`src/rtl/vivado_demo.sv`:
```
// Bring-up counter: waits a fixed lock time after reset, then counts while enabled.
// The count advances by STEP once every PRESCALE enabled cycles in RUN.
module vivado_demo #(
    parameter int unsigned LOCK_CYCLES = 8,
    parameter int unsigned PRESCALE    = 1,
    parameter logic [7:0]  STEP        = 8'd1
) (
    input  logic       clk,
    input  logic       reset,
    input  logic       enable,
    output logic [7:0] out
);

    localparam int unsigned TimerW = $clog2(LOCK_CYCLES + 1);
    localparam int unsigned PreW   = (PRESCALE > 1) ? $clog2(PRESCALE) : 1;

    localparam logic [TimerW-1:0] LockLast = TimerW'(LOCK_CYCLES - 1);
    localparam logic [PreW-1:0]   PreLast  = PreW'(PRESCALE - 1);
    localparam logic [TimerW-1:0] TimerOne = TimerW'(1);
    localparam logic [PreW-1:0]   PreOne   = PreW'(1);

    typedef enum logic [1:0] {
        StWaitLock,
        StIdle,
        StRun
    } state_e;

    state_e            state;
    logic [TimerW-1:0] lock_timer;
    logic [PreW-1:0]   prescaler;

    always_ff @(posedge clk) begin
        if (reset) begin
            state      <= StWaitLock;
            lock_timer <= '0;
            prescaler  <= '0;
            out        <= '0;
        end else begin
            unique case (state)
                // Timer stops at LOCK_CYCLES once lock is reached, so it never toggles again.
                StWaitLock: begin
                    lock_timer <= lock_timer + TimerOne;
                    if (lock_timer == LockLast) begin
                        state <= StIdle;
                    end
                end
                StIdle: begin
                    if (enable) begin
                        state <= StRun;
                    end
                end
                StRun: begin
                    if (!enable) begin
                        state <= StIdle;
                    end else if (prescaler == PreLast) begin
                        prescaler <= '0;
                        out       <= out + STEP;
                    end else begin
                        prescaler <= prescaler + PreOne;
                    end
                end
                default: begin
                    state <= StWaitLock;
                end
            endcase
        end
    end

endmodule

```
`config.mk`:
```
export PLATFORM = sky130hd
export DESIGN_NAME = vivado_demo
export DESIGN_NICKNAME = d
export VERILOG_FILES = /design/src/rtl/vivado_demo.sv
export SDC_FILE = /design/constraint.sdc
export NUM_CORES = 1
export LEC_CHECK = 0
export CELL_PAD_IN_SITES_DETAIL_PLACEMENT = 0
export CELL_PAD_IN_SITES_GLOBAL_PLACEMENT = 2
export CORE_MARGIN = 2
export CORE_UTILIZATION = 29
export CTS_BUF_LIST = sky130_fd_sc_hd__clkbuf_2 sky130_fd_sc_hd__clkbuf_4 sky130_fd_sc_hd__clkbuf_8
export DETAILED_ROUTE_END_ITERATION = 16
export GPL_TIMING_DRIVEN = 0
export PLACE_DENSITY_LB_ADDON = 0.08
export SLEW_MARGIN = 15
export SYNTH_ARGS = -nofsm -noshare
export SYNTH_HDL_FRONTEND = slang
export SYNTH_SLANG_ARGS = --single-unit
```
`constraint.sdc`:
```
create_clock -name clk -period 1.2 [get_ports clk]
set_input_delay 0.12 -clock clk [delete_from_list [all_inputs] [get_ports clk]]
set_output_delay 0.12 -clock clk [all_outputs]
set_load 0.005 [all_outputs]
```
**Word-level counts from Yosys, hierarchy flattened**

Cells that the tools add are included.

- Eq/ne operators: 6
- Multiply operators: 0
- Bitwise operators: 1
- Muxes and demuxes: 5
- Order comparisons: 0
- $add $sub $neg: 3
- Divide/modulo/power cells: 0
- Shift-type cells: 0
- Reduce and logical (&&, ||, !) cells: 4

Operators with widths:

| cell | count |
|---|---|
| $add 8x1->8 const B | 1 |
| $mux 2 | 3 |
| $ne 2x2->1 const B | 3 |
| $pmux 2 s3 | 1 |
| $reduce_and 3->1 | 2 |
| $add 4x1->4 const B | 1 |
| $eq 4x3->1 const B | 1 |
| $eq 2x1->1 const B | 1 |
| $eq 2x2->1 const B | 1 |
| $logic_not 2->1 | 1 |
| $reduce_and 2->1 | 1 |
| $add 1x1->1 const B | 1 |
| $mux 1 | 1 |
| $not 1->1 | 1 |

- Logic and storage cells: 23
- ROM bits: 0
- Flip-flop bits (word level): 15
- RAM bits: 0
- Output and inout bits: 8
- Memories kept: 0
- Bits of input ports: 3
- Latch bits: 0

**Longest topological paths before layout**

Gate-level depths: netlist of the first run.

- Word-level depth: 3
- Depth in mapped cells: 4
- Mapped depth without buffers: 4

**Worst setup path after synthesis of the first run**

OpenSTA, ideal clock, no wires.

- Kind: flip-flop to flip-flop
- Start point: register out[0]
- End point: register out[6]
- Required time: 1.129 ns
- Arrival: 1.284 ns
- Cell stages (with the launch flop): 5
- Path buffers: 0
- Clock period less this slack: 1.354 ns
- Slack: -0.154 ns
- Library setup time: 0.071 ns
- Cell sequence: dfxtp_1 > ha_1 > nand4b_4 > or4_1 > a21oi_1

- Longest elaborated chain between the ends: 1

Ends and longest elaborated chain:

| item | line | source |
|---|---|---|
| start: declaration | 11 | `output logic [7:0] out` |
| start signal: assignment | 57 | `out <= out + STEP;` |
| $add 8x1->8 | 57 |  |

Every way passes these cells.
A chain may end at the register's enable or synchronous reset.

**Final worst setup path of the first run**

- Start point: register state[0]
- End point: register out[6]

- Longest elaborated chain between the ends: 2

Ends and longest elaborated chain:

| item | line | source |
|---|---|---|
| start: declaration | 28 | `state_e state;` |
| start signal: assignment | 34 | `state <= StWaitLock;` |
| start signal: assignment | 44 | `state <= StIdle;` |
| start signal: assignment | 49 | `state <= StRun;` |
| $eq 2x2->1 | 39 | `unique case (state)` |
| $reduce_and 3->1 (no source line) | -- |  |

Every way passes these cells.

==> flow_summary.toml, run 1 <==
[grt]
overflow = 0
first_global_vias = 571
global_route.usage.total_pct = 12.8
grt_antenna_before_repair = 0
grt_max_degree = 11
grt_first_pass_wirelength_um = 2460

[floorplan]
die_w_um = 51.5
floorplan.initialDensity_pct = 30.2
fp-row-count = 17
core_um2 = 2170
die_y_um = 51.5
boundaryPins = 11
die-area_um2 = 2660

[sta]
fin_hold_ws_ns = 0.362
setup_slack_ns = -0.0501
tightest_slew_ns = 0.481
fin_crit_sh_pct = 104
final.setup.tns_ns = -0.107
timing_hold_violations_final = 0
slew_headroom_pct = 67.9
skew_ns = 0.00357
setup_viol_count_final = 3
post-route-min-period_ns = 1.25
achievable-frequency_mhz = 800
rsz_0062_raised_after_global_routing = "yes"
maxSlewViolCount = 0

[setup_path]
critical_path_peak_fanout = 7
rr_startpoint = "state[0]$_SDFFE_PP0P_"
setup_slack_reg_to_reg_ns = -0.05
reg2reg_depth = 4
critPathArrivalTime_ns = 1.46
timing.rr.end = "out[6]$_SDFFE_PP0P_"
critPathCaptureType = "flop"
startpoint_type = "flop"
crit_required_ns = 1.41
timing_worst_setup_path_type = "flop to flop"

[final_layout]
finish.net_count = 100
final_layout_size_suffix_gt1_share_pct = 40.4
areaGrowthSynthToFinish_pct = 49.6
combined_flip_flop_and_latch_cell_area_um2 = 303
nFillCells = 233
multi_input_area_um2 = 398
n_antenna_cell = 0

[min_path]
hold_path.class = "input port to flop"
worstHoldEndpoint = "state[1]$_SDFFE_PP0P_"
hold_path_depth = 2
hold_path.startpoint = "enable"

[place]
hpwl_um = 982
gp_congestion = 0.587
place.port_buffers = 10

[yosys]
synth_cell_types = 25
postSynthAreaPerCell_um2 = 9.50
yosys_synthesis_warning_count = 0
yosysSeqAreaShare_pct = 42.7
mappedNetlistArea_um2 = 656
post_synth_inst_count = 69
synth.net_count = 74
ys_ff_latch = 14

[run_status]
violations_in_the_final_reports = "setup timing"
status = "finished with violations"

[route]
drt-total-wl_um = 1490
detail-route-antenna-nets = 0
drt_iter0_drc = 5
drtPass1Iterations = 2
routed_via_density = 4.81
vias = 587
wire_per_inst_um = 12.2
post_route_drc_violation_count = 0

[power_and_ir_drop]
power.static_leakage_nw = 0.418
cellInternalPower_mw = 0.674
pwr-share-seq_pct = 54.6
power.net_switching_mw = 0.194
comb_power_share_pct = 5.5
power_switching_share_pct = 22.4
power_density_nw_per_um2 = 885
power_frac_clock_pct = 39.9
vdd_ir_drop_max_v = 0.000511

[cts]
path_clk_slew_ns = 0.09
cell_at_the_root_of_the_clock_tree = "sky130_fd_sc_hd__clkbuf_4"
cts.sink_count = 14
insertion_delay_ns = 0.28
tritoncts = "done"
htree_num_levels = 1
cts_made_buffers = 3
cts_max_path_buffers = 2

[run]
drv_cap = 0
[per-layer routing]
| metal | track usage (%) | wire, um | vias up |
|---|---|---|---|
| li1 | - | - | 301 |
| met1 | 15.6 | 714 | 273 |
| met2 | 20.1 | 709 | 9 |
| met3 | 3.45 | 39 | 4 |
| met4 | 7.89 | 25 | 0 |
| met5 | 0 | 0 | - |
[Yosys cell counts, drive strengths merged]
library cell	instances	area, um^2
nand2	4	15.0
or4	4	30.0
inv	1	3.75
nor4bb	1	10.0
o31ai	4	30.0
mux2i	1	10.0
o21ai	3	15.0
xnor2	4	35.0
clkbuf	1	3.75
nand3b	1	20.0
dfxtp	14	280
or3	2	13.8
nand3	3	15.0
nor2	7	26.3
o21bai	1	7.51
buf	2	12.5
ha	2	25.0
nand4	1	6.26
a21oi	8	40.0
nand4b	1	23.8
and2b	1	8.76
nor3b	2	15.0
xor2	1	8.76
[critical path, stage by stage, from the launching register on]
cell,delay (ns)
sky130_fd_sc_hd__dfxtp_2,0.33
sky130_fd_sc_hd__buf_6,0.12
sky130_fd_sc_hd__nand4b_4,0.19
sky130_fd_sc_hd__or4_1,0.41
sky130_fd_sc_hd__a21oi_1,0.12
[how the worst max path moves through the flow]
stage                               end  depth (start not counted)                  start  slack [ns]
detailed placement  out[3]$_SDFFE_PP0P_                          4                 enable       -0.40
global route        out[7]$_SDFFE_PP0P_                          3    out[3]$_SDFFE_PP0P_       -0.11
floorplan           out[3]$_SDFFE_PP0P_                          4  state[1]$_SDFFE_PP0P_        0.01
global placement    out[3]$_SDFFE_PP0P_                          4                 enable       -0.39
CTS                 out[6]$_SDFFE_PP0P_                          4  state[0]$_SDFFE_PP0P_       -0.07
finish              out[6]$_SDFFE_PP0P_                          4  state[0]$_SDFFE_PP0P_       -0.05
[placed cells by master (no fill, tap or decap), types with 2 or more instances in the layout]
master | netlist | layout
sky130_fd_sc_hd__dfxtp_1 | 14 | 4
sky130_fd_sc_hd__o21ai_0 | 3 | 3
sky130_fd_sc_hd__dfxtp_4 | 0 | 4
sky130_fd_sc_hd__nand2_1 | 4 | 3
sky130_fd_sc_hd__nand3_1 | 3 | 2
sky130_fd_sc_hd__buf_4 | 1 | 9
sky130_fd_sc_hd__xnor2_1 | 4 | 4
sky130_fd_sc_hd__dfxtp_2 | 0 | 6
sky130_fd_sc_hd__nor3b_1 | 2 | 2
sky130_fd_sc_hd__a21oi_1 | 8 | 7
sky130_fd_sc_hd__o31ai_1 | 4 | 3
sky130_fd_sc_hd__buf_6 | 0 | 4
sky130_fd_sc_hd__dlygate4sd2_1 | 0 | 9
sky130_fd_sc_hd__nor2_1 | 7 | 7
sky130_fd_sc_hd__clkbuf_4 | 0 | 3
sky130_fd_sc_hd__or4_1 | 4 | 3
[through the flow]
| step | setup slack (ns) | std cells | utilization, % | instance area, um^2 | power, mW |
|---|---|---|---|---|---|
| after CTS | -0.0687 | 119 | 43.3 | 940 | 0.887 |
| after detailed placement | -0.403 | 107 | 37.8 | 821 | 0.537 |
| after floorplan | 0.0101 | 69 | - | 686 | 0.516 |
| final | -0.0501 | 122 | 45.2 | 981 | 0.868 |
| after global placement | -0.391 | 107 | 37.8 | 821 | 0.536 |
| after global routing | -0.105 | 122 | 45.2 | 981 | 0.914 |
[repair_timing]
| action | 4_1_cts | 5_1_grt |
|---|---|---|
| pin swaps | 3 | 3 |
| endpoints found under the setup margin | 13 | 7 |
| gates resized for setup | 24 | 4 |
| hold buffers | 0 | 0 |
| buffers inserted | 8 | 3 |
[cells by family after synthesis]
group	count (synthesis)	share of synthesized area, %
xor+xnor	5	6.68
mux	1	1.53
flops	14	42.7
buf+inv	4	3.05
compound gates	16	14.1
fa+ha+maj	2	3.82
simple gates	27	28.1
[state kept, by name, summed over array words and instances, names as in the netlist]
signal,flops
out,8
state,2
lock_timer,4
[area by class of cell]
class	count	area share (%)
Sequential cell	14	30.9
Buffer	3	2.68
Inverter	1	0.383
Timing Repair Buffer	21	18.2
Tap cell	28	3.57
Clock buffer	4	3.70
Multi-Input combinational cell	51	40.6
[power by group through the flow]
stage	registers (mW)	logic, mW	clock network [mW]
3_5_place_dp	0.490	0.0476	0
4_1_cts	0.474	0.0476	0.366
3_3_place_gp	0.490	0.0466	0
6_report	0.474	0.0477	0.347
2_1_floorplan	0.488	0.0283	0
5_1_grt	0.475	0.0530	0.386
No activity file was read; power rests on OpenSTA's default activity.
==> run 2, diff against run 1 <==
- CORE_UTILIZATION: 29 -> 30
- clock period: 1.2 -> 1.4 ns (I/O delays scaled with it)
==> run 2 against run 1 <==
The run now ends clean. Register-to-register slack better by 0.10 ns. Clock skew is 0.0050 ns higher. Total power is 14% lower. Largest cell class unchanged. Combinational power is 17% lower. Via count is 4.6% lower. Sequential cell count stayed put. Design area is 6.9% lower.
==> flow_summary.toml, run 2 (synthesis results as in run 1) <==
[run_status]
status = "complete, no violations"

[place]
gp_congestion = 0.674
hpwl_um = 932
pre_cts_ws_ns = -0.330
place.port_buffers = 10

[cts]
path_clk_slew_ns = 0.09
insertion_delay_ns = 0.28
cts_made_buffers = 3
cts-hold-fix-buffers = 0
cell_at_the_root_of_the_clock_tree = "sky130_fd_sc_hd__clkbuf_4"
cts.sink_count = 14
htree_num_levels = 1
tritoncts = "done"
cts_max_path_buffers = 2

[min_path]
hold_path.class = "input port to flop"
hold_path.startpoint = "enable"

[route]
drt_iter0_drc = 7
wire_per_inst_um = 12.5
drt-total-wl_um = 1430
vias = 560
routed_via_density = 4.87
detail-route-antenna-nets = 0
post_route_drc_violation_count = 0
drtPass1Iterations = 4

[floorplan]
core_um2 = 2000
die_w_um = 50.8
floorplan.initialDensity_pct = 32.8
fp-row-count = 16
die_y_um = 50.8
boundaryPins = 11
die-area_um2 = 2580

[setup_path]
timing_worst_setup_path_type = "flop to flop"
rr_startpoint = "state[0]$_SDFFE_PP0P_"
critPathArrivalTime_ns = 1.56
critical_path_peak_fanout = 10
startpoint_type = "flop"
critPathCaptureType = "flop"
crit_start = "state[0]$_SDFFE_PP0P_"
crit_required_ns = 1.61

[sta]
rsz_0062_raised_after_global_routing = "yes"
final.setup.tns_ns = 0
setup_viol_count_final = 0
post-route-min-period_ns = 1.35
fin_crit_sh_pct = 96.4
fin_hold_ws_ns = 0.404
slew_headroom_pct = 64.7
setup_slack_ns = 0.0506
timing_hold_violations_final = 0
maxSlewViolCount = 0
tightest_slew_ns = 0.530
achievable-frequency_mhz = 741
skew_ns = 0.00858

[power_and_ir_drop]
power.static_leakage_nw = 0.340
vdd_ir_drop_max_v = 0.000522
power_density_nw_per_um2 = 815

[grt]
overflow = 0
grt_antenna_before_repair = 0
grt_first_pass_wirelength_um = 2460
grt_max_degree = 11
global_route.usage.total_pct = 13.0
first_global_vias = 542

[run]
drv_cap = 0

[final_layout]
registers.top_by_ff_count = "out"
nFillCells = 208
mostFrequentLayoutCell = "sky130_fd_sc_hd__clkdlybuf4s50_1"
final_layout_size_suffix_gt1_share_pct = 29.5
n_antenna_cell = 0
finish.net_count = 94
areaGrowthSynthToFinish_pct = 39.3
reg_top3 = "out: 8 flops, lock_timer: 4 flops, state: 2 flops"
combined_flip_flop_and_latch_cell_area_um2 = 290
largest_register_ff_count = 8
mostFrequentLayoutCells = "9 x sky130_fd_sc_hd__clkdlybuf4s50_1, 8 x sky130_fd_sc_hd__dfxtp_1, 7 x sky130_fd_sc_hd__nor2_1"
utilization_pct = 45.6
multi_input_area_um2 = 383
[run 2: cell count changes in the layout (fill, tap and decap cells not counted), sizes merged]
cell           delta
buf               -6
clkdlybuf4s50     +8
dlygate4sd2       -8
[run 2: cell type report]
class | instances | share of cell area (%)
Inverter | 1 | 0.411
Sequential cell | 14 | 31.8
Buffer | 3 | 2.88
Clock buffer | 4 | 3.97
Tap cell | 27 | 3.70
Multi-Input combinational cell | 51 | 41.9
Timing Repair Buffer | 15 | 15.3
[run 2: path summary, 6_finish.rpt]
check / end / slack [ns] / cells past startpoint
worst max register to register: out[4]$_SDFFE_PP0P_ / 0.05 / 5
worst min register to register: lock_timer[3]$_SDFFE_PP0N_ / 0.49 / 2
worst max-delay path: out[4]$_SDFFE_PP0P_ / 0.05 / 5
worst min-delay path: state[1]$_SDFFE_PP0P_ / 0.40 / 2
[run 2: where the power goes]
group          switching [mW]  internal (mW)  leakage [nW]
Sequential            0.00720          0.405         0.117
Clock                   0.134          0.158        0.0210
Combinational          0.0212         0.0186         0.202
[run 2: critical path: stages, from the launching register on]
cell                       delay [ns]
sky130_fd_sc_hd__dfxtp_2         0.34
sky130_fd_sc_hd__buf_6           0.13
sky130_fd_sc_hd__nand4b_4        0.19
sky130_fd_sc_hd__buf_6           0.15
sky130_fd_sc_hd__or3_1           0.32
sky130_fd_sc_hd__a21oi_2         0.14
[run 2: metal layers]
layer	share of wire [%]	up-vias	GRT usage, %
li1	-	287	-
met1	53	261	17.7
met2	42	10	18.4
met3	3.5	2	5.36
met4	0.91	0	4.05
met5	0	-	0
[run 2: per-stage QoR]
stage          instance area, um^2  power, mW  instances
3_5_place_dp                   790      0.463        106
4_1_cts                        837      0.757        110
5_1_grt                        913      0.781        115
2_1_floorplan                  656      0.446         69
3_3_place_gp                   790      0.463        106
6_report                       913      0.744        115
[run 2: timing repair]
item | 4_1_cts | 5_1_grt
hold endpoints to repair | 0 | 0
setup endpoints to repair | 4 | 5
pin swaps | 0 | 1
resized for setup | 7 | 11
setup buffers | 0 | 5
==> run 3, diff against run 2 <==
- CORE_UTILIZATION: 30 -> 32
==> run 3 against run 2 <==
Register-to-register slack about the same. Count of clock-buffer cells in the layout unchanged. Total power about the same. Sequential power about the same. Fmax decreased by 0.62%. Routed wire length decreased by 0.91%. Die area decreased by 5.8%. Utilization increased by 0.32 points. Clock power increased by 1%.
==> flow_summary.toml, run 3 (synthesis results as in run 1) <==
[floorplan]
fp-row-count = 16
boundaryPins = 11
die_w_um = 49.3
core_um2 = 1940
die_y_um = 49.3
floorplan.initialDensity_pct = 33.8
die-area_um2 = 2430

[sta]
slew_headroom_pct = 68.5
tightest_slew_ns = 0.472
fin_crit_sh_pct = 97.0
setup_viol_count_final = 0
rsz_0062_raised_after_global_routing = "yes"
fin_hold_ws_ns = 0.394
maxSlewViolCount = 0
timing_hold_violations_final = 0
achievable-frequency_mhz = 737
post-route-min-period_ns = 1.36
skew_ns = 0.00596

[run_status]
status = "complete, no violations"

[cts]
cts-hold-fix-buffers = 0
tritoncts = "done"
cell_at_the_root_of_the_clock_tree = "sky130_fd_sc_hd__clkbuf_4"
htree_num_levels = 1
cts_max_path_buffers = 2
insertion_delay_ns = 0.28
path_clk_slew_ns = 0.09
cts_made_buffers = 3
cts.sink_count = 14

[place]
hpwl_um = 936
place.port_buffers = 10
dpl.cell_count = 106
gp_congestion = 0.658

[route]
wire_per_inst_um = 12.3
post_route_drc_violation_count = 0
drtPass1Iterations = 4
drt_iter0_drc = 3
drt-total-wl_um = 1420
vias = 555
detail-route-antenna-nets = 0
routed_via_density = 4.83

[setup_path]
critical_path_buf_inv_count = 1
critical_path.cell_chain = "clkdlybuf4s50_1"
critical_path_peak_fanout = 4
timing.critical_path.slowest_stage_cell = "sky130_fd_sc_hd__clkdlybuf4s50_1"
critPathCaptureType = "output port"
startpoint_type = "flop"
crit_required_ns = 1.26
critical-path-top-delay-family = "buffers and inverters"
critPathArrivalTime_ns = 1.22
crit_path_max_incr_delay_ns = 0.53
timing_worst_setup_path_type = "flop to output port"

[final_layout]
nFillCells = 213
finalNonFillerCells = 115
areaGrowthSynthToFinish_pct = 36.1
combined_flip_flop_and_latch_cell_area_um2 = 293
registers.top_by_ff_count = "out"
multi_input_area_um2 = 367
utilization_pct = 45.9
mostFrequentLayoutCells = "9 x sky130_fd_sc_hd__clkdlybuf4s50_1, 8 x sky130_fd_sc_hd__a21oi_1, 8 x sky130_fd_sc_hd__dfxtp_1"
n_antenna_cell = 0
finish.net_count = 94
largest_register_ff_count = 8
final_layout_size_suffix_gt1_share_pct = 27.3
mostFrequentLayoutCell = "sky130_fd_sc_hd__clkdlybuf4s50_1"
reg_top3 = "out: 8 flops, lock_timer: 4 flops, state: 2 flops"

[grt]
overflow = 0
grt_antenna_before_repair = 0
grt_first_pass_wirelength_um = 2530
grt_max_degree = 11
first_global_vias = 546
global_route.usage.total_pct = 13.6

[power_and_ir_drop]
power_mw = 0.745
power_density_nw_per_um2 = 835
power.static_leakage_nw = 0.340
vdd_ir_drop_max_v = 0.000304

[run]
drv_cap = 0

[min_path]
hold_path.class = "input port to flop"
==> run 3: area by class of cell <==
type	instances	area share (%)
multi-input combinational	51	41.1
sequential	14	32.8
timing repair buffer	15	15.3
clock buffer	4	4.07
tap	27	3.79
buffer	3	2.52
inverter	1	0.421
==> run 3: power by group <==
part           internal (mW)  total [mW]  switching, mW
Combinational         0.0185      0.0383         0.0198
Clock                  0.158       0.296          0.138
Sequential             0.403       0.410        0.00744
Total                  0.580       0.745          0.165
==> run 3: routing by layer <==
layer | vias up | GRT usage [%] | wire, um
met5 | - | 0 | 0
met4 | 0 | 7.14 | 24
li1 | 289 | - | -
met2 | 13 | 18.9 | 597
met1 | 249 | 18.4 | 732
met3 | 4 | 4.60 | 64
==> run 3: repair_timing <==
action | 4_1_cts | 5_1_grt
buffers inserted | 1 | 4
gates resized for setup | 5 | 10
endpoints found under the setup margin | 3 | 7
pin swaps | 0 | 2
==> run 3: path summary, 6_finish.rpt <==
| check | start | to | slack [ns] | depth (start not counted) |
|---|---|---|---|---|
| hold / removal | enable | state[1]$_SDFFE_PP0P_ | 0.39 | 2 |
| setup / recovery | out[2]$_SDFFE_PP0P_ | out[2] | 0.04 | 1 |
| hold reg to reg | out[7]$_SDFFE_PP0P_ | out[7]$_SDFFE_PP0P_ | 0.49 | 2 |
| setup reg to reg | state[1]$_SDFFE_PP0P_ | out[5]$_SDFFE_PP0P_ | 0.06 | 4 |
==> run 3: stage by stage <==
step           setup TNS (ns)  area [um^2]  setup slack (ns)
6_report                    0          892            0.0422
5_1_grt               -0.0474          892           -0.0300
4_1_cts                     0          838           0.00450
3_5_place_dp            -1.16          790            -0.288
3_3_place_gp            -1.05          790            -0.263
2_1_floorplan               0          656            0.0459
